<file path="src/rtl/tone_gen_pkg.sv">
// Shared constants and types for the 4-channel tone generator: datapath widths,
// register address groups and the default start of the safe write window.
package tone_gen_pkg;

    localparam int MASTER_COUNT_W    = 10;
    localparam int DATA_W            = 16;
    localparam int ADDR_W            = 4;

    // Phases 0..2 of the datapath occupy master counts 0..11, so writes start at 12.
    localparam int WIN_START_DEFAULT = 12;

    localparam logic [1:0] ADDR_GRP_INCR = 2'd0;
    localparam logic [1:0] ADDR_GRP_VOL  = 2'd1;
    localparam logic [1:0] ADDR_GRP_WAVE = 2'd2;

    typedef struct packed {
        logic [ADDR_W-1:0] addr;
        logic [DATA_W-1:0] data;
    } reg_write_t;

    function automatic logic in_issue_window(input logic [MASTER_COUNT_W-1:0] count,
                                             input int win_start);
        return int'(count) >= win_start;
    endfunction

endpackage

</file>
<file path="src/rtl/cmd_fifo.sv">
// Synchronous command FIFO with registered occupancy and a combinational head.
// DEPTH must be a power of two (pointers wrap naturally), minimum 2.
module cmd_fifo #(
    parameter int DEPTH = 4,
    parameter int WIDTH = 20
) (
    input  logic                     clk_in,
    input  logic                     reset_n_in,
    input  logic                     push_i,
    input  logic                     pop_i,
    input  logic                     clear_i,
    input  logic [WIDTH-1:0]         wdata_i,
    output logic [WIDTH-1:0]         rdata_o,
    output logic                     full_o,
    output logic                     empty_o,
    output logic [$clog2(DEPTH):0]   level_o
);

    localparam int AW = $clog2(DEPTH);
    localparam logic [AW-1:0] PTR_ONE  = AW'(1);
    localparam logic [AW:0]   LVL_ONE  = (AW+1)'(1);
    localparam logic [AW:0]   LVL_FULL = (AW+1)'(DEPTH);

    logic [WIDTH-1:0] mem_q [DEPTH];
    logic [AW-1:0]    wr_ptr_q, wr_ptr_d;
    logic [AW-1:0]    rd_ptr_q, rd_ptr_d;
    logic [AW:0]      level_q, level_d;
    logic             do_push, do_pop;

    assign full_o  = (level_q == LVL_FULL);
    assign empty_o = (level_q == '0);
    assign level_o = level_q;
    assign rdata_o = mem_q[rd_ptr_q];

    assign do_push = push_i && !full_o && !clear_i;
    assign do_pop  = pop_i && !empty_o && !clear_i;

    always_comb begin
        // NOTE: every output gets a default first so no path leaves a latch behind.
        wr_ptr_d = wr_ptr_q;
        rd_ptr_d = rd_ptr_q;
        level_d  = level_q;
        if (clear_i) begin
            wr_ptr_d = '0;
            rd_ptr_d = '0;
            level_d  = '0;
        end else begin
            if (do_push) wr_ptr_d = wr_ptr_q + PTR_ONE;
            if (do_pop)  rd_ptr_d = rd_ptr_q + PTR_ONE;
            if (do_push && !do_pop)      level_d = level_q + LVL_ONE;
            else if (do_pop && !do_push) level_d = level_q - LVL_ONE;
        end
    end

    always_ff @(posedge clk_in or negedge reset_n_in) begin
        // NOTE: non-blocking assignments so every register samples pre-edge values.
        if (!reset_n_in) begin
            wr_ptr_q <= '0;
            rd_ptr_q <= '0;
            level_q  <= '0;
        end else begin
            wr_ptr_q <= wr_ptr_d;
            rd_ptr_q <= rd_ptr_d;
            level_q  <= level_d;
        end
    end

    // NOTE: storage is not reset; the pointers and level alone define valid entries.
    always_ff @(posedge clk_in) begin
        if (do_push) mem_q[wr_ptr_q] <= wdata_i;
    end

endmodule

</file>
<file path="src/rtl/tone_write_scheduler.sv">
// Front end of the tone generator: free-running frame counter plus a write queue
// that forwards host writes only inside the safe window of each frame.
module tone_write_scheduler
    import tone_gen_pkg::*;
#(
    parameter int FIFO_DEPTH = 4,
    parameter int WIN_START  = WIN_START_DEFAULT
) (
    input  logic                        clk_in,
    input  logic                        reset_n_in,
    input  logic [DATA_W-1:0]           host_data_in,
    input  logic [ADDR_W-1:0]           host_addr_in,
    input  logic                        host_valid_in,
    output logic                        host_ready_out,
    input  logic                        clear_in,
    output logic [MASTER_COUNT_W-1:0]   master_count_out,
    output logic                        frame_start_out,
    output logic [DATA_W-1:0]           data_out,
    output logic [ADDR_W-1:0]           addr_out,
    output logic                        data_valid_out,
    output logic [$clog2(FIFO_DEPTH):0] fifo_level_out
);

    localparam logic [MASTER_COUNT_W-1:0] CNT_ONE = MASTER_COUNT_W'(1);

    logic [MASTER_COUNT_W-1:0] count_q, count_d;
    logic [DATA_W-1:0]         data_q, data_d;
    logic [ADDR_W-1:0]         addr_q, addr_d;
    logic                      valid_q, valid_d;

    reg_write_t push_cmd, head_cmd;
    logic       fifo_full, fifo_empty, pop;

    assign push_cmd.addr = host_addr_in;
    assign push_cmd.data = host_data_in;

    assign host_ready_out = !fifo_full && !clear_in;

    cmd_fifo #(
        .DEPTH (FIFO_DEPTH),
        .WIDTH (DATA_W + ADDR_W)
    ) u_cmd_fifo (
        .clk_in     (clk_in),
        .reset_n_in (reset_n_in),
        .push_i     (host_valid_in && host_ready_out),
        .pop_i      (pop),
        .clear_i    (clear_in),
        .wdata_i    (push_cmd),
        .rdata_o    (head_cmd),
        .full_o     (fifo_full),
        .empty_o    (fifo_empty),
        .level_o    (fifo_level_out)
    );

    assign count_d = count_q + CNT_ONE;

    // The decision looks at the count the strobe will be seen with, so a wrap to 0 never pops.
    assign pop = !fifo_empty && !clear_in && in_issue_window(count_d, WIN_START);

    always_comb begin
        data_d  = data_q;
        addr_d  = addr_q;
        valid_d = 1'b0;
        if (pop) begin
            data_d  = head_cmd.data;
            addr_d  = head_cmd.addr;
            valid_d = 1'b1;
        end
    end

    always_ff @(posedge clk_in or negedge reset_n_in) begin
        if (!reset_n_in) begin
            count_q <= '0;
            data_q  <= '0;
            addr_q  <= '0;
            valid_q <= 1'b0;
        end else begin
            count_q <= count_d;
            data_q  <= data_d;
            addr_q  <= addr_d;
            valid_q <= valid_d;
        end
    end

    assign master_count_out = count_q;
    assign frame_start_out  = (count_q == '0);
    assign data_out         = data_q;
    assign addr_out         = addr_q;
    assign data_valid_out   = valid_q;

endmodule

</file>
<file path="config.mk">
export PLATFORM = sky130hd
export DESIGN_NAME = tone_write_scheduler
export DESIGN_NICKNAME = d
export VERILOG_FILES = /design/src/rtl/tone_gen_pkg.sv /design/src/rtl/cmd_fifo.sv /design/src/rtl/tone_write_scheduler.sv
export SDC_FILE = /design/constraint.sdc
export NUM_CORES = 1
export LEC_CHECK = 0
export BUFFER_PORTS_ARGS = -buffer_cell sky130_fd_sc_hd__buf_2
export CAP_MARGIN = 20
export CORE_MARGIN = 2
export CORE_UTILIZATION = 52
export DETAILED_ROUTE_END_ITERATION = 12
export PLACE_DENSITY = 0.75
export RECOVER_POWER = 25
export SLEW_MARGIN = 10
export SYNTH_ARGS = -nofsm -noshare
export SYNTH_HDL_FRONTEND = slang
export SYNTH_SLANG_ARGS = --single-unit
</file>
<file path="constraint.sdc">
create_clock -name clk_in -period 3.2 [get_ports clk_in]
set_clock_uncertainty 0.05 [all_clocks]
set_input_delay 0.64 -clock clk_in [delete_from_list [all_inputs] [get_ports clk_in]]
set_output_delay 0.64 -clock clk_in [all_outputs]
set_load 0.01 [all_outputs]
</file>
==> flow_metrics.tcl, run 1 <==
set metrics [dict create \
    syn-mean-instance-area_um2 18.22 \
    grt_pass1_wl_um 13870 \
    dp_hpwl_um 5126 \
    critPathKind "flop to flop" \
    worst_ep_required_time_ns 3.55 \
    yosysSeqAreaShare_pct 68.42 \
    die-area_mm2 0.01022 \
    clock_sinks 118 \
    die_w_um 101.1 \
    worst_ep_arrival_time_ns 3.30 \
    grt_max_degree 39 \
    p_seq_share_pct 41.1 \
    synth_cell_types 48 \
    ant_nets 0 \
    p_sw_share_pct 26.88 \
    gp_congestion 0.8291 \
    wl_per_cell_um 18.34 \
    tns_ns 0 \
    total_power_uw 4998 \
    worstSetupStartpointType "flop" \
    drtIter0Drc 151 \
    finalHoldViolations 0 \
    min_period_ns 2.942 \
    final_common_cell "edfxtp_1" \
    async_flop_share_pct 32.20 \
    antennaDiodeCount 0 \
    cts_resized 0 \
    grt_pass1_vias 2659 \
    synthFlopType "edfxtp_1" \
    die_h_um 101.1 \
    overflow 0 \
    rows 35 \
    ys_ff_latch 118 \
    final_core_util_pct 63.92 \
    clk_pin_slew_ns 0.06 \
    clockRootBuffer "clkbuf_8" \
    p_int_uw 3654 \
    final_cell_mix "80 x edfxtp_1, 41 x buf_2, 38 x dfrtp_1, 20 x mux4_2, 19 x clkbuf_1" \
    clk_latency_ns 0.49 \
    p_per_area_mw_per_mm2 850.2 \
    cts_tree "yes" \
    synth_nets 300 \
    synth_cells 269 \
    finalCritPeriodShare_pct 91.94 \
    yosys_warnings 0 \
    timing.fmax_mhz 339.9 \
    cp-end-kind "flop" \
    hp-class "input port to async pin" \
    vias_per_cell 5.599 \
    slew_violations 0 \
    top_level_ports 60 \
    antenna_found_initial 0 \
    cts_max_path_buffers 2 \
    syn_to_final_growth_pct 19.94 \
    cts_htree_levels 4 \
    outcome "finished, final reports clean" \
    ctsHoldBuffers 0 \
    grt_util_all_layers_pct 18.62 \
    tightest_slew_ns 0.9520 \
    cp_max_fo 8 \
    synth.cell_area_mm2 0.004901 \
    io_buffers 59 \
    yosys.area.top_type_share_pct 49.02 \
    max-cap-violations 0 \
    setup-violations-final 0 \
    drt-total-wl_um 8601 \
    vias 2626 \
    pwr-share-clk_pct 35.3 \
    drtPass1Iterations 4 \
    pwr-share-comb_pct 23.6 \
    synth-edff-count 80 \
    cts_buffers 17 \
    final_nets 376 \
    yosys-top-cells-area "edfxtp_1 49%, dfrtp_1 19%, mux4_2 9.2%" \
    drive_above_1_share_pct 35.20 \
    start_util_pct 53.29 \
    post_cts_buffers 0 \
    p_sw_uw 1343 \
    rsz0062_at_grt "no" \
    drc 0 \
    synth_area_leader_cell "edfxtp_1" \
    ir_drop_mv 0.4446 \
    coreArea_mm2 0.009196 \
    leakagePower_uw 0.002268 \
    hold_slack_ns 0.2478 \
    slew_headroom_pct 36.54 \
]
==> synth_stat cells (2+ instances only) <==
cell type and count:
a21oi_1 5, a31oi_1 2, and2_1 4, and4_1 3, buf_2 2, buf_6 3, clkbuf_1 6, dfrtp_1 38
edfxtp_1 80, ha_1 6, inv_1 10, mux2_4 18, mux4_2 20, nand2_1 8, nand3_1 4, nor2_1 12
nor3_1 4, o21ai_0 2, xnor2_1 10, xor2_1 4
==> state kept, by name, summed over array words and instances (netlist names) <==
register             cells
u_cmd_fifo.mem_q        80
u_cmd_fifo.wr_ptr_q      2
data_out                16
u_cmd_fifo.rd_ptr_q      2
addr_out                 4
data_valid_out           1
u_cmd_fifo.level_o       3
master_count_out        10
==> cell type report <==
class	count	area (um2)
fillers	638	3318
inverters	10	37.54
flip-flops and latches	118	3353
well taps	111	138.9
clock inverters	13	132.6
clock buffers	19	431.7
repair buffers	68	340.3
multi-input cells	130	1444
==> stage by stage <==
stage,std cells,area [um2],setup WS (ns)
3_5_place_dp,435,5321,0.2336
5_1_grt,469,5878,0.05265
3_3_place_gp,435,5321,0.3848
4_1_cts,467,5886,0.2134
2_1_floorplan,269,4901,0.1086
6_report,469,5878,0.2578
==> routing by layer <==
metal | share of wire (%) | GRT usage [%] | up-vias | routed length (um)
li1 | - | - | 1198 | -
met1 | 43 | 24.50 | 1344 | 3693
met2 | 52 | 29.75 | 78 | 4463
met3 | 4.3 | 4.854 | 6 | 369
met4 | 0.86 | 7.692 | 0 | 74
met5 | 0 | 0 | - | 0
==> logic make-up (layout without fill, tap and decap cells) <==
group | Yosys count | in the layout | synth area share [%]
xor gates and xnor gates | 15 | 15 | 3.063
adders and majority gates | 7 | 7 | 1.940
AOI/OAI and AO/OA | 23 | 23 | 4.213
and+or+nand+nor | 44 | 44 | 4.877
muxes | 41 | 41 | 15.37
DFF | 118 | 118 | 68.42
buffers and inverters | 21 | 110 | 2.119
==> power by group through the flow <==
stage	combinational, uW	sequential [uW]	clock [uW]
after floorplan	824	2080	0
after global placement	1170	2080	0
after detailed placement	1200	2080	0
after CTS	1200	2060	1800
after global routing	1290	2080	1880
final	1180	2050	1770
==> final timing paths <==
path / from / to / slack, ns / cells past startpoint
worst max-delay path: master_count_out[1]$_DFF_PN0_ / u_cmd_fifo.level_o[1]$_DFFE_PN0P_ / 0.26 / 10
worst min-delay path: reset_n_in / master_count_out[8]$_DFF_PN0_ / 0.25 / 1
worst max register to register: master_count_out[1]$_DFF_PN0_ / u_cmd_fifo.level_o[1]$_DFFE_PN0P_ / 0.26 / 10
worst min register to register: data_out[12]$_DFFE_PN0N_ / data_out[12]$_DFFE_PN0N_ / 0.46 / 1
max in group asynchronous: reset_n_in / data_out[14]$_DFFE_PN0N_ / 2.27 / 1
min in group clk_in: host_data_in[2] / u_cmd_fifo.mem_q[2][2]$_DFFE_PP_ / 0.32 / 1
==> worst max-delay path: stages, from the launching register on <==
cell       delay [ns]
dfrtp_1          0.42
ha_1             0.33
nand3_1          0.22
xnor2_1          0.19
o2bb2ai_2        0.37
a311oi_4         0.15
nor3_1           0.28
fa_1             0.46
o221ai_1         0.09
nor3_1           0.09
a211oi_1         0.20
(Power assumes the default switching activity.)
==> inputs of run 2 (changes only) <==
--- a/config.mk
+++ b/config.mk
@@ -7,10 +7,12 @@
 export LEC_CHECK = 0
 export BUFFER_PORTS_ARGS = -buffer_cell sky130_fd_sc_hd__buf_2
 export CAP_MARGIN = 20
+export CELL_PAD_IN_SITES_DETAIL_PLACEMENT = 1
+export CELL_PAD_IN_SITES_GLOBAL_PLACEMENT = 2
 export CORE_MARGIN = 2
-export CORE_UTILIZATION = 52
+export CORE_UTILIZATION = 43
 export DETAILED_ROUTE_END_ITERATION = 12
-export PLACE_DENSITY = 0.75
+export PLACE_DENSITY_LB_ADDON = 0.1
 export RECOVER_POWER = 25
 export SLEW_MARGIN = 10
 export SYNTH_ARGS = -nofsm -noshare
==> constraint.sdc (replaced) <==
create_clock -name clk_in -period 3 [get_ports clk_in]
set_clock_uncertainty 0.05 [all_clocks]
set_input_delay 0.6 -clock clk_in [delete_from_list [all_inputs] [get_ports clk_in]]
set_output_delay 0.6 -clock clk_in [all_outputs]
set_load 0.01 [all_outputs]
==> run 2 against run 1 <==
Against the previous run: setup slack worse by 0.060 ns; flip-flop and latch count stayed put; core utilization shrank 8.2 points.
==> flow_metrics.tcl, run 2 (synthesis gave the netlist of run 1 again) <==
set metrics [dict create \
    grt_max_degree 26 \
    clk_latency_ns 0.41 \
    crit_buf_inv 0 \
    drc 0 \
    ant_nets 0 \
    vias_per_cell 5.312 \
    grtUsageMet1_pct 22.73 \
    crit_family "compound AO/OA/AOI/OAI gates" \
    clk_pin_slew_ns 0.06 \
    syn_to_final_growth_pct 24.76 \
    final_core_util_pct 55.67 \
    critPathMaxStageDelay_ns 0.47 \
    tightest_slew_ns 0.7872 \
    cp.depth 10 \
    top_level_ports 60 \
    dp_hpwl_um 6138 \
    drive_above_1_share_pct 38.46 \
    rows 38 \
    cts_htree_levels 4 \
    largest_reg_flops 80 \
    antennaDiodeCount 0 \
    pre_cts_ws_ns 0.09282 \
    p_per_area_mw_per_mm2 944.5 \
    path_cells "ha_4, nand3_1, xnor2_1, o2bb2ai_4, a311oi_4, nor3_1, fa_1, nor3_1, a21oi_1, o221a_2" \
    cts_tree "yes" \
    clockRootBuffer "clkbuf_16" \
    grt_util_all_layers_pct 17.71 \
    max-cap-violations 0 \
    cp-end-kind "flop" \
    timing.fmax_mhz 356.9 \
    outcome "finished, final reports clean" \
    grt_util_met2_pct 27.89 \
    final_nets 382 \
    io_buffers 59 \
    top_usage_layer "met2" \
    die-area_mm2 0.01227 \
    hp-class "input port to async pin" \
    critPathKind "flop to flop" \
    grtUsageMet3_pct 6.342 \
    grt_pass1_vias 2875 \
    rr_worst_depth 10 \
    overflow 0 \
    cts_buffers 17 \
    gp_congestion 0.7541 \
    wl_per_cell_um 20.00 \
    antenna_found_initial 0 \
    place_area_mm2 0.005428 \
    cts_max_path_buffers 2 \
    cp_max_fo 8 \
    cp_common_cell "nor3_1" \
    finalHoldViolations 0 \
    rsz0062_at_grt "no" \
    drtIter0Drc 125 \
    clock_sinks 118 \
    slew_headroom_pct 47.52 \
    drt-total-wl_um 10080 \
    vias 2677 \
    hold_slack_ns 0.1535 \
    start_util_pct 44.62 \
    num-fill-cells 1034 \
    cpMaxStageDelayCell "dfrtp_1" \
    final_cell_mix "80 x edfxtp_1, 41 x buf_2, 37 x dfrtp_1, 20 x mux4_2" \
    die_w_um 110.8 \
    worst_ep_required_time_ns 3.25 \
    coreArea_mm2 0.01098 \
    ir_drop_mv 0.6272 \
    fin_ws_ns 0.1978 \
    grt_pass1_wl_um 16260 \
    drtPass1Iterations 4 \
    worst_ep_arrival_time_ns 3.05 \
    final_area_mm2 0.006115 \
    post_cts_buffers 0 \
    slew_violations 0 \
    die_h_um 110.8 \
    worstSetupStartpointType "flop" \
    finalCritPeriodShare_pct 93.41 \
    setup-violations-final 0 \
    min_period_ns 2.802 \
    regMostFlops "u_cmd_fifo.mem_q" \
    final_common_cell "edfxtp_1" \
    leakagePower_uw 0.002348 \
]
-- run 2: cell types whose count changed in the layout (fill, tap and decap cells not counted), sizes merged --
| cell | delta |
|---|---|
| bufinv | +4 |
| clkinv | -2 |
| buf | +6 |
| clkbuf | -2 |
-- run 2: routing by layer --
layer | wire, um | up-vias
li1 | - | 1208
met1 | 4496 | 1400
met2 | 5031 | 57
met3 | 419 | 12
met4 | 135 | 0
met5 | 0 | -
-- run 2: final cells by class --
type                    instances  area, um2  area share (%)
inverters                      10      37.54          0.6139
repair buffers                 74      385.4           6.302
flip-flops and latches        118       3354           54.86
clock inverters                15      251.5           4.113
clock buffers                  17      425.4           6.957
well taps                     140      175.2           2.865
multi-input cells             130       1485           24.29
-- run 2: final timing paths --
| path | start | to | slack, ns |
|---|---|---|---|
| worst max-delay path | master_count_out[0]$_DFF_PN0_ | u_cmd_fifo.level_o[2]$_DFFE_PN0P_ | 0.20 |
| worst min-delay path | reset_n_in | data_out[6]$_DFFE_PN0N_ | 0.15 |
| worst max register to register | master_count_out[0]$_DFF_PN0_ | u_cmd_fifo.level_o[2]$_DFFE_PN0P_ | 0.20 |
| worst min register to register | addr_out[3]$_DFFE_PN0N_ | addr_out[3]$_DFFE_PN0N_ | 0.46 |
| max in group asynchronous | reset_n_in | u_cmd_fifo.wr_ptr_q[1]$_DFFE_PN0P_ | 2.05 |
| min in group clk_in | host_data_in[0] | u_cmd_fifo.mem_q[0][0]$_DFFE_PP_ | 0.37 |
-- run 2: repair_timing --
action | 4_1_cts | 5_1_grt
endpoints found under the setup margin | 0 | 2
gates resized for setup | 0 | 5
hold buffers | 0 | 0
-- run 2: worst register-to-register path: stages, from the launching register on --
cell and delay, ns:
dfrtp_1 0.47, ha_4 0.23, nand3_1 0.14, xnor2_1 0.27, o2bb2ai_4 0.16, a311oi_4 0.31, nor3_1 0.10, fa_1 0.44
nor3_1 0.19, a21oi_1 0.06, o221a_2 0.27
-- run 2: report_power, final --
| part | switching [uW] | internal [uW] | total (uW) |
|---|---|---|---|
| registers | 247 | 1990 | 2240 |
| logic | 520 | 700 | 1220 |
| clock network | 753 | 1560 | 2310 |
-- run 2: per-stage QoR --
stage                     cells  TNS (ns)  total power [uW]
final                       504         0              5775
after global routing        504         0              6039
after CTS                   504         0              5872
after detailed placement    472         0              3523
after global placement      472         0              3479
after floorplan             269  -0.07560              3099
==> inputs of run 3 (changes only) <==
--- a/config.mk
+++ b/config.mk
@@ -9,7 +9,6 @@
 export CAP_MARGIN = 20
 export CELL_PAD_IN_SITES_DETAIL_PLACEMENT = 1
 export CELL_PAD_IN_SITES_GLOBAL_PLACEMENT = 2
-export CORE_MARGIN = 2
 export CORE_UTILIZATION = 43
 export DETAILED_ROUTE_END_ITERATION = 12
 export PLACE_DENSITY_LB_ADDON = 0.1
==> run 3 against run 2 <==
Against the previous run: die area down 3.6%; flip-flop and latch count unchanged; clock-buffer cell count up 5; critical path type unchanged; clock power down 6%; sequential power down 4%; global-route usage up 0.79 points; setup slack better by 0.016 ns; final area down 0.84%.
==> flow_metrics.tcl, run 3 (synthesis gave the netlist of run 1 again) <==
set metrics [dict create \
    outcome "finished, final reports clean" \
    grt_pass1_wl_um 15240 \
    max-cap-violations 0 \
    critPathKind "flop to flop" \
    post_cts_buffers 0 \
    cp_max_fo 8 \
    slew_violations 0 \
    pre_cts_ws_ns 0.03076 \
    clock_sinks 118 \
    clk_latency_ns 0.41 \
    grt_pass1_vias 2827 \
    final_area_mm2 0.006063 \
    dp_hpwl_um 5936 \
    clockRootBuffer "clkbuf_16" \
    final_core_util_pct 55.21 \
    final_cells 503 \
    syn_to_final_growth_pct 23.72 \
    grt_max_degree 39 \
    top_level_ports 60 \
    drt-total-wl_um 9653 \
    final_nets 381 \
    die-area_mm2 0.01183 \
    largest_reg_flops 80 \
    die_h_um 108.8 \
    worstSetupStartpointType "flop" \
    multi_input_comb_area_mm2 0.001465 \
    p_per_area_mw_per_mm2 928.3 \
    cts_max_path_buffers 2 \
    worst_ep_required_time_ns 3.25 \
    io_buffers 59 \
    setup-violations-final 0 \
    cts_htree_levels 4 \
    placed_cells 470 \
    cts_tree "yes" \
    worst_ep_arrival_time_ns 3.03 \
    regMostFlops "u_cmd_fifo.mem_q" \
    slew_headroom_pct 47.79 \
    hp-class "input port to async pin" \
    coreArea_mm2 0.01098 \
    vias_per_cell 5.223 \
    tightest_slew_ns 0.7832 \
    die_w_um 108.8 \
    start_util_pct 44.62 \
    place_area_mm2 0.005411 \
    cts_buffers 17 \
    drive_above_1_share_pct 37.19 \
    overflow 0 \
    timing.fmax_mhz 358.9 \
    vias 2627 \
    rsz0062_at_grt "no" \
    finalCritPeriodShare_pct 92.88 \
    grt_util_all_layers_pct 18.50 \
    finalHoldViolations 0 \
    clk_pin_slew_ns 0.05 \
    final_common_cell "edfxtp_1" \
    cp-end-kind "flop" \
    drtPass1Iterations 4 \
    gp_congestion 0.7663 \
    leakagePower_uw 0.002347 \
    wl_per_cell_um 19.19 \
    min_period_ns 2.786 \
    ir_drop_mv 0.6841 \
    seqCellArea_mm2 0.003354 \
    final_cell_mix "80 x edfxtp_1, 42 x buf_2, 37 x dfrtp_1, 20 x mux4_2, 20 x clkbuf_1" \
    drtIter0Drc 100 \
    ant_nets 0 \
    num-fill-cells 1020 \
    rows 38 \
    fin_ws_ns 0.2137 \
    antenna_found_initial 0 \
    drc 0 \
    antennaDiodeCount 0 \
]
## run 3: where the power goes
group	total [uW]	internal, uW	switching (uW)	leakage, uW
registers	2140	2000	146	0.00119
logic	1310	704	602	0.000840
clock network	2180	1510	670	0.000318
total	5630	4210	1420	0.00235
## run 3: worst max-delay path: stages, from the launching register on
cell,delay (ns)
dfrtp_1,0.45
ha_4,0.22
nand3_1,0.19
xnor2_1,0.23
o2bb2ai_2,0.17
a311oi_4,0.31
nor3_1,0.10
fa_1,0.43
nor3_1,0.20
a21oi_1,0.06
o221a_2,0.26
## run 3: path summary, 6_finish.rpt
path | startpoint | to | slack (ns) | cells after the start
max | master_count_out[1]$_DFF_PN0_ | u_cmd_fifo.level_o[2]$_DFFE_PN0P_ | 0.21 | 10
min | reset_n_in | data_out[3]$_DFFE_PN0N_ | 0.20 | 1
max reg2reg | master_count_out[1]$_DFF_PN0_ | u_cmd_fifo.level_o[2]$_DFFE_PN0P_ | 0.21 | 10
min reg2reg | data_out[0]$_DFFE_PN0N_ | data_out[0]$_DFFE_PN0N_ | 0.43 | 1
max in group asynchronous | reset_n_in | u_cmd_fifo.level_o[0]$_DFFE_PN0P_ | 2.07 | 2
min in group clk_in | host_data_in[14] | u_cmd_fifo.mem_q[0][14]$_DFFE_PP_ | 0.37 | 1
## run 3: area by class of cell
type	count	area share [%]
Clock buffer	22	7.656
Multi-Input combinational cell	130	24.16
Timing Repair Buffer	73	6.459
Inverter	10	0.6191
Tap cell	140	2.889
Clock inverter	10	2.889
Sequential cell	118	55.32
## run 3: layer usage
layer	share of wire, %	wire length (um)	GRT usage [%]
met1	44	4290	23.02
met2	50	4836	29.39
met3	4.3	411	6.216
met4	1.2	116	8.301
met5	0	0	0
## run 3: stage by stage
stage / setup TNS (ns) / power [uW] / hold slack, ns
2_1_floorplan: -0.07560 / 3099 / 0.2544
4_1_cts: 0 / 5716 / 0.3294
5_1_grt: 0 / 5906 / 0.2626
6_report: 0 / 5629 / 0.1989
3_3_place_gp: 0 / 3481 / 0.4202
3_5_place_dp: 0 / 3509 / 0.4244
## run 3: timing repair
item,CTS,global route
hold endpoints to repair,0,0
setup endpoints to repair,0,2
hold buffers,0,0
gates resized for setup,0,3
